## src/rtl/input_buffer_ctrl_pkg.sv

```systemverilog
`default_nettype none
// +----------------------------------------------------------------------+
// | input_buffer_ctrl_pkg                                                |
// | Shared constants, state encoding and config types for the input      |
// | buffer read sequencer.                                               |
// | Revision: 1.0                                                        |
// +----------------------------------------------------------------------+
package input_buffer_ctrl_pkg;

    localparam int sys_rows           = 4;
    localparam int input_buffer_depth = 64;

    localparam int LEN_W_DEF       = 16;
    localparam int TILE_W_DEF      = 8;
    localparam int EXTRA_DRAIN_DEF = 2;
    localparam int INBUF_DRAIN_CYC = sys_rows - 1 + EXTRA_DRAIN_DEF;

    typedef logic [LEN_W_DEF-1:0]  cfg_len_t;
    typedef logic [TILE_W_DEF-1:0] cfg_tiles_t;

    typedef enum logic [1:0] {
        IDLE  = 2'd0,
        LOAD  = 2'd1,
        DRAIN = 2'd2,
        DONE  = 2'd3
    } inbuf_ctrl_state_t;

endpackage
`default_nettype wire

```

## src/rtl/input_buffer_ctrl_sat_counter.sv

```systemverilog
`default_nettype none
// +----------------------------------------------------------------------+
// | sat_counter                                                          |
// | Event counter with synchronous clear that sticks at all-ones.        |
// | Revision: 1.0                                                        |
// +----------------------------------------------------------------------+
module sat_counter #(
    parameter int WIDTH = 32
) (
    input  logic             clk,
    input  logic             rst,
    input  logic             clr,
    input  logic             inc,
    output logic [WIDTH-1:0] count
);

    logic [WIDTH-1:0] r_count;

    always_ff @(posedge clk) begin
        if (rst || clr) begin
            r_count <= '0;
        end else if (inc && (r_count != {WIDTH{1'b1}})) begin
            r_count <= r_count + WIDTH'(1);
        end
    end

    assign count = r_count;

endmodule
`default_nettype wire

```

## src/rtl/input_buffer_ctrl.sv

```systemverilog
`default_nettype none
// +----------------------------------------------------------------------+
// | input_buffer_ctrl                                                    |
// | Issues per-tile read bursts to the skewed input buffer, draining the |
// | row-skew pipeline between tiles. INBUF_CTRL_PERF_EN adds counters.   |
// | Revision: 1.0                                                        |
// +----------------------------------------------------------------------+
module input_buffer_ctrl
    import input_buffer_ctrl_pkg::*;
#(
    parameter int LEN_W       = 16,
    parameter int TILE_W      = 8,
    parameter int EXTRA_DRAIN = 2
) (
    input  logic              clk,
    input  logic              rst,
    input  logic              start,
    input  logic [LEN_W-1:0]  cfg_len,
    input  logic [TILE_W-1:0] cfg_tiles,
    input  logic              stall,
    output logic              read,
    output logic              busy,
    output logic              done,
    output logic              err,
    output logic [TILE_W-1:0] tile_idx,
    output logic [LEN_W-1:0]  vec_idx,
    output logic              tile_first,
    output logic              tile_last
`ifdef INBUF_CTRL_PERF_EN
    ,
    output logic [31:0]       perf_read_cnt,
    output logic [31:0]       perf_stall_cnt
`endif
);

    localparam int c_DRAIN_CYC = sys_rows - 1 + EXTRA_DRAIN;
    localparam int c_DC_W      = (c_DRAIN_CYC < 2) ? 1 : $clog2(c_DRAIN_CYC + 1);

    inbuf_ctrl_state_t r_state;
    inbuf_ctrl_state_t w_state_nxt;

    logic [LEN_W-1:0]  r_len_q;
    logic [TILE_W-1:0] r_tiles_q;
    logic [TILE_W-1:0] r_tile_idx;
    logic [LEN_W-1:0]  r_vec_idx;
    logic [c_DC_W-1:0] r_drain_cnt;
    logic              r_done;
    logic              r_err;

    logic w_cfg_ok;
    logic w_accept;
    logic w_read;
    logic w_last_vec;
    logic w_last_tile;
    logic w_drain_end;

    assign w_cfg_ok    = (cfg_len != '0) && (cfg_tiles != '0) &&
                         (32'(cfg_len) <= 32'(input_buffer_depth));
    assign w_accept    = start && (r_state == IDLE) && w_cfg_ok;
    assign w_read      = (r_state == LOAD) && !stall && !rst;
    assign w_last_vec  = (r_vec_idx == (r_len_q - LEN_W'(1)));
    assign w_last_tile = (r_tile_idx == (r_tiles_q - TILE_W'(1)));
    assign w_drain_end = (r_drain_cnt == c_DC_W'(1));

    always_ff @(posedge clk) begin
        if (rst) begin
            r_state <= IDLE;
        end else begin
            r_state <= w_state_nxt;
        end
    end

    always_comb begin
        w_state_nxt = r_state;
        case (r_state)
            IDLE: begin
                if (w_accept) w_state_nxt = LOAD;
            end
            LOAD: begin
                if (w_read && w_last_vec) begin
                    // A zero-length drain takes the tile decision straight from the last read.
                    if (c_DRAIN_CYC == 0) begin
                        w_state_nxt = w_last_tile ? DONE : LOAD;
                    end else begin
                        w_state_nxt = DRAIN;
                    end
                end
            end
            DRAIN: begin
                if (w_drain_end) w_state_nxt = w_last_tile ? DONE : LOAD;
            end
            DONE:    w_state_nxt = IDLE;
            default: w_state_nxt = IDLE;
        endcase
    end

    always_ff @(posedge clk) begin
        if (rst) begin
            r_len_q     <= '0;
            r_tiles_q   <= '0;
            r_tile_idx  <= '0;
            r_vec_idx   <= '0;
            r_drain_cnt <= '0;
            r_done      <= 1'b0;
            r_err       <= 1'b0;
        end else begin
            r_done <= (r_state == DONE);
            r_err  <= start && !w_accept;
            if (w_accept) begin
                r_len_q    <= cfg_len;
                r_tiles_q  <= cfg_tiles;
                r_tile_idx <= '0;
                r_vec_idx  <= '0;
            end
            case (r_state)
                LOAD: begin
                    if (w_read) begin
                        if (w_last_vec) begin
                            r_vec_idx   <= '0;
                            r_drain_cnt <= c_DC_W'(c_DRAIN_CYC);
                            if ((c_DRAIN_CYC == 0) && !w_last_tile) begin
                                r_tile_idx <= r_tile_idx + TILE_W'(1);
                            end
                        end else begin
                            r_vec_idx <= r_vec_idx + LEN_W'(1);
                        end
                    end
                end
                DRAIN: begin
                    r_drain_cnt <= r_drain_cnt - c_DC_W'(1);
                    if (w_drain_end && !w_last_tile) begin
                        r_tile_idx <= r_tile_idx + TILE_W'(1);
                    end
                end
                DONE: begin
                    r_tile_idx <= '0;
                end
                default: begin
                end
            endcase
        end
    end

    // Registered status is masked during reset so the reset cycle itself reads as idle.
    assign read       = w_read;
    assign busy       = (r_state != IDLE) && !rst;
    assign done       = r_done && !rst;
    assign err        = r_err && !rst;
    assign tile_idx   = rst ? '0 : r_tile_idx;
    assign vec_idx    = rst ? '0 : r_vec_idx;
    assign tile_first = w_read && (r_vec_idx == '0);
    assign tile_last  = w_read && w_last_vec;

`ifdef INBUF_CTRL_PERF_EN
    sat_counter #(.WIDTH(32)) u_perf_read (
        .clk   (clk),
        .rst   (rst),
        .clr   (w_accept),
        .inc   (w_read),
        .count (perf_read_cnt)
    );

    sat_counter #(.WIDTH(32)) u_perf_stall (
        .clk   (clk),
        .rst   (rst),
        .clr   (w_accept),
        .inc   ((r_state == LOAD) && stall),
        .count (perf_stall_cnt)
    );
`endif

endmodule
`default_nettype wire

```

## config.mk

```make
export PLATFORM = sky130hd
export DESIGN_NAME = input_buffer_ctrl
export DESIGN_NICKNAME = d
export VERILOG_FILES = /design/src/rtl/input_buffer_ctrl_pkg.sv /design/src/rtl/input_buffer_ctrl_sat_counter.sv /design/src/rtl/input_buffer_ctrl.sv
export SDC_FILE = /design/constraint.sdc
export NUM_CORES = 1
export LEC_CHECK = 0
export CORE_MARGIN = 2
export CORE_UTILIZATION = 39
export CTS_CLUSTER_SIZE = 40
export DETAILED_ROUTE_END_ITERATION = 12
export GPL_TIMING_DRIVEN = 0
export PLACE_DENSITY = 0.67
export SLEW_MARGIN = 20
export SYNTH_ARGS = -nofsm -noshare
export SYNTH_HDL_FRONTEND = slang
export SYNTH_SLANG_ARGS = --single-unit
```

## constraint.sdc

```tcl
create_clock -name clk -period 3.1 [get_ports clk]
set_clock_uncertainty 0.05 [all_clocks]
set_input_delay 0.31 -clock clk [delete_from_list [all_inputs] [get_ports clk]]
set_output_delay 0.31 -clock clk [all_outputs]
set_load 0.05 [all_outputs]
```

==> impl_metrics.toml <==
[status]
status = "finished clean"

[cells_and_area]
multiInputGateArea_um2 = 2290
finalNetCount = 540
regArea_um2 = 1100
final_util_pct = 50.2
mostFrequentLayoutCells = "dfxtp_1, nand2_1, clkdlybuf4s50_1"
drive_gt1_share_pct = 7.71
n_antenna_cell = 0
areaGrowthSynthToFinish_pct = 24.5
layout_commonest_cell = "dfxtp_1"
num-fill-cells = 872

[synth]
synth-seq-cells = 55
netlist_area_um2 = 3530
synth_cell_types = 56
yosysWarnings = 0
synth_nets = 474
synth_edf_count = 0
synth_top_cell_area_share_pct = 31.2
syn_avg_cell_area_um2 = 8.05
synthTopCellsByArea = "dfxtp_1, nand2_1, xnor2_1"
synth_top_area_cell = "dfxtp_1"
async_flop_share_pct = 0
ys_seq_area_share_pct = 31.2
ys_dominant_reg_cell = "dfxtp_1"
netlist_instances = 439

[route]
drc = 0
initialDrtViolationCount = 164
vias_per_cell = 5.41
wl_per_cell_um = 14.5
routed_wl_mm = 8.91
vias = 3324
detail_route.first_pass.iterations = 4
ant_nets = 0

[timing]
tightest_slew_ns = 0.744
rsz0062_at_grt = "yes"
layout_min_cycle_time_ns = 3.02
setup_tns_ns = 0
fmax_mhz = 331
hold_viol = 0
slew_headroom_pct = 50.0
period_share_pct = 97.6
slew_viol_final = 0
setup_viol_count_final = 0

[grt]
antenna_found_initial = 0
busiest_layer = "met2"
met1_usage_pct = 24.0
use_met3_pct = 3.30
grt_max_degree = 17
gr-total-overflow = 0
grt_pass1_vias = 3093
track_usage_pct = 18.3
grt_pass1_wl_mm = 14.8
met2_usage_pct = 30.6

[clock_tree]
cts.clk_slew.worst_paths_ns = 0.10
cts-htree-levels = 2
clock_latency_ns = 0.31
cts_tree = "built"
clk_path_buf_depth = 2
ctsHoldBuffers = 0
cts_buffers = 5
ctsRootBufferMaster = "clkbuf_8"
clock_sinks = 55

[setup_path]
critPathSlowestCell = "or4_4"
crit_required_ns = 2.74
criticalPathCategory = "register to output pin"
cp_top_family = "simple AND/OR/NAND/NOR gates"
crit_fanout = 8
path_cells = "or4_4 > nor4_4 > xnor2_1 > nor4_4 > nand4_4 > nor3_4 > buf_6"
cpPeakStageDelay_ns = 0.60
worstSetupEndpointType = "output pin"
crit_top_cell = "nor4_4"
crit_arrival_ns = 2.66
crit_buf_inv = 1
worstSetupStartpointType = "register"

[run]
drv_cap = 0

[floorplan]
die_w_um = 99.2
dieHeight_um = 99.2
io-pin-count = 58
die_area_um2 = 9830
core-area_um2 = 8760
placementRows = 34
start_util_pct = 40.3

[power_and_ir_drop]
seq_power_share_pct = 55.4
swShare_pct = 21.2
p_clk_share_pct = 39.2
switching_power_mw = 0.270
peakVddDrop_mv = 0.215
power.internal_mw = 1.01
power_frac_comb_pct = 5.4
p_leak_nw = 1.64
cellPowerDensity_nw_per_um2 = 290

[place]
gp_congestion = 0.852
io_buffers = 57
hpwl_mm = 6.79

[hold_path]
hp-class = "register to register"
## synth_stat cells (2+ instances only)
master      n
ha_1        7
nor3_1     10
nor4b_1     2
mux2i_1    16
xor2_1     11
a31oi_1     4
dfxtp_1    55
o32ai_1     2
xnor2_1    23
nand3_1    10
nand4_1     2
or2_2       3
nor4_1     15
a21oi_1     5
o221ai_1    6
buf_1       3
nor2_1     50
and2_1     18
o21ai_0     8
o2111ai_1   3
nor2b_1    29
o31a_1      3
buf_2       2
nor4_4      2
clkbuf_1   20
o21a_1      2
or3_1       9
nand2_1    54
and3_1      6
a311oi_1    2
o221ai_2   10
o211ai_1    4
inv_1      15
nand2b_1    5
a41o_1      2
## per-layer routing
layer | share of wire (%) | vias to the layer above | wire, µm
met3 | 5.0 | 9 | 442
met1 | 46 | 1572 | 4140
met2 | 47 | 73 | 4220
met4 | 1.2 | 0 | 110
li1 | - | 1670 | -
met5 | 0 | - | 0
## timing repair
| action | 4_1_cts | 5_1_grt |
|---|---|---|
| setup endpoints to repair | 2 | 3 |
| resized for setup | 8 | 6 |
| buffers inserted | 0 | 2 |
| hold endpoints to repair | 0 | 0 |
## power by group through the flow
stage               logic (mW)  registers (mW)  clock network, mW
global placement        0.0684           0.723                  0
finish                  0.0685           0.707              0.500
detailed placement      0.0688           0.723                  0
CTS                     0.0691           0.707              0.513
global route            0.0748           0.707              0.546
floorplan               0.0210           0.723                  0
## final cells by class
class                           instances  area share (%)
Buffer                                 26            2.47
Clock buffer                            6            1.88
Clock inverter                          2           0.796
Inverter                               16            1.37
Multi-Input combinational cell        342            52.0
Sequential cell                        55            25.0
Tap cell                              108            3.07
Timing Repair Buffer                   59            13.4
## registers in the layout, summed over array words and instances (netlist names)
register and flops:
r_err 1, r_len_q 16, r_state 2, r_drain_cnt 3, r_tiles_q 8, r_tile_idx 8
r_vec_idx 16, r_done 1
## metrics by stage
step                std cells  power, mW  setup WS, ns  instance area, µm²  hold WS (ns)
floorplan                 439      0.744         0.280                3530         0.382
global placement          604      0.792        -0.270                4240         0.414
detailed placement        604      0.792        -0.250                4240         0.421
CTS                       612       1.29       0.00878                4360         0.448
global route              614       1.33       -0.0761                4400         0.472
finish                    614       1.28        0.0759                4400         0.448
## logic make-up after synthesis
kind of cell,Yosys count,synth area share (%)
AOI/OAI and AO/OA,62,15.3
xor gates and xnor gates,34,8.43
adders and majority gates,7,2.48
buffers and inverters,42,4.75
DFF,55,31.2
muxes,16,4.53
and+or+nand+nor,223,33.3
## final timing paths
| check | startpoint | to | slack, ns | depth (start not counted) |
|---|---|---|---|---|
| max reg2reg | r_tiles_q[0]$_SDFFE_PP0P_ | r_tile_idx[7]$_SDFF_PP0_ | 0.32 | 7 |
| max | r_len_q[2]$_SDFFE_PP0P_ | tile_last | 0.08 | 7 |
| min reg2reg | r_len_q[15]$_SDFFE_PP0P_ | r_len_q[15]$_SDFFE_PP0P_ | 0.45 | 1 |
| min | r_len_q[15]$_SDFFE_PP0P_ | r_len_q[15]$_SDFFE_PP0P_ | 0.45 | 1 |
Note: power is estimated with default switching activity, not from simulation.
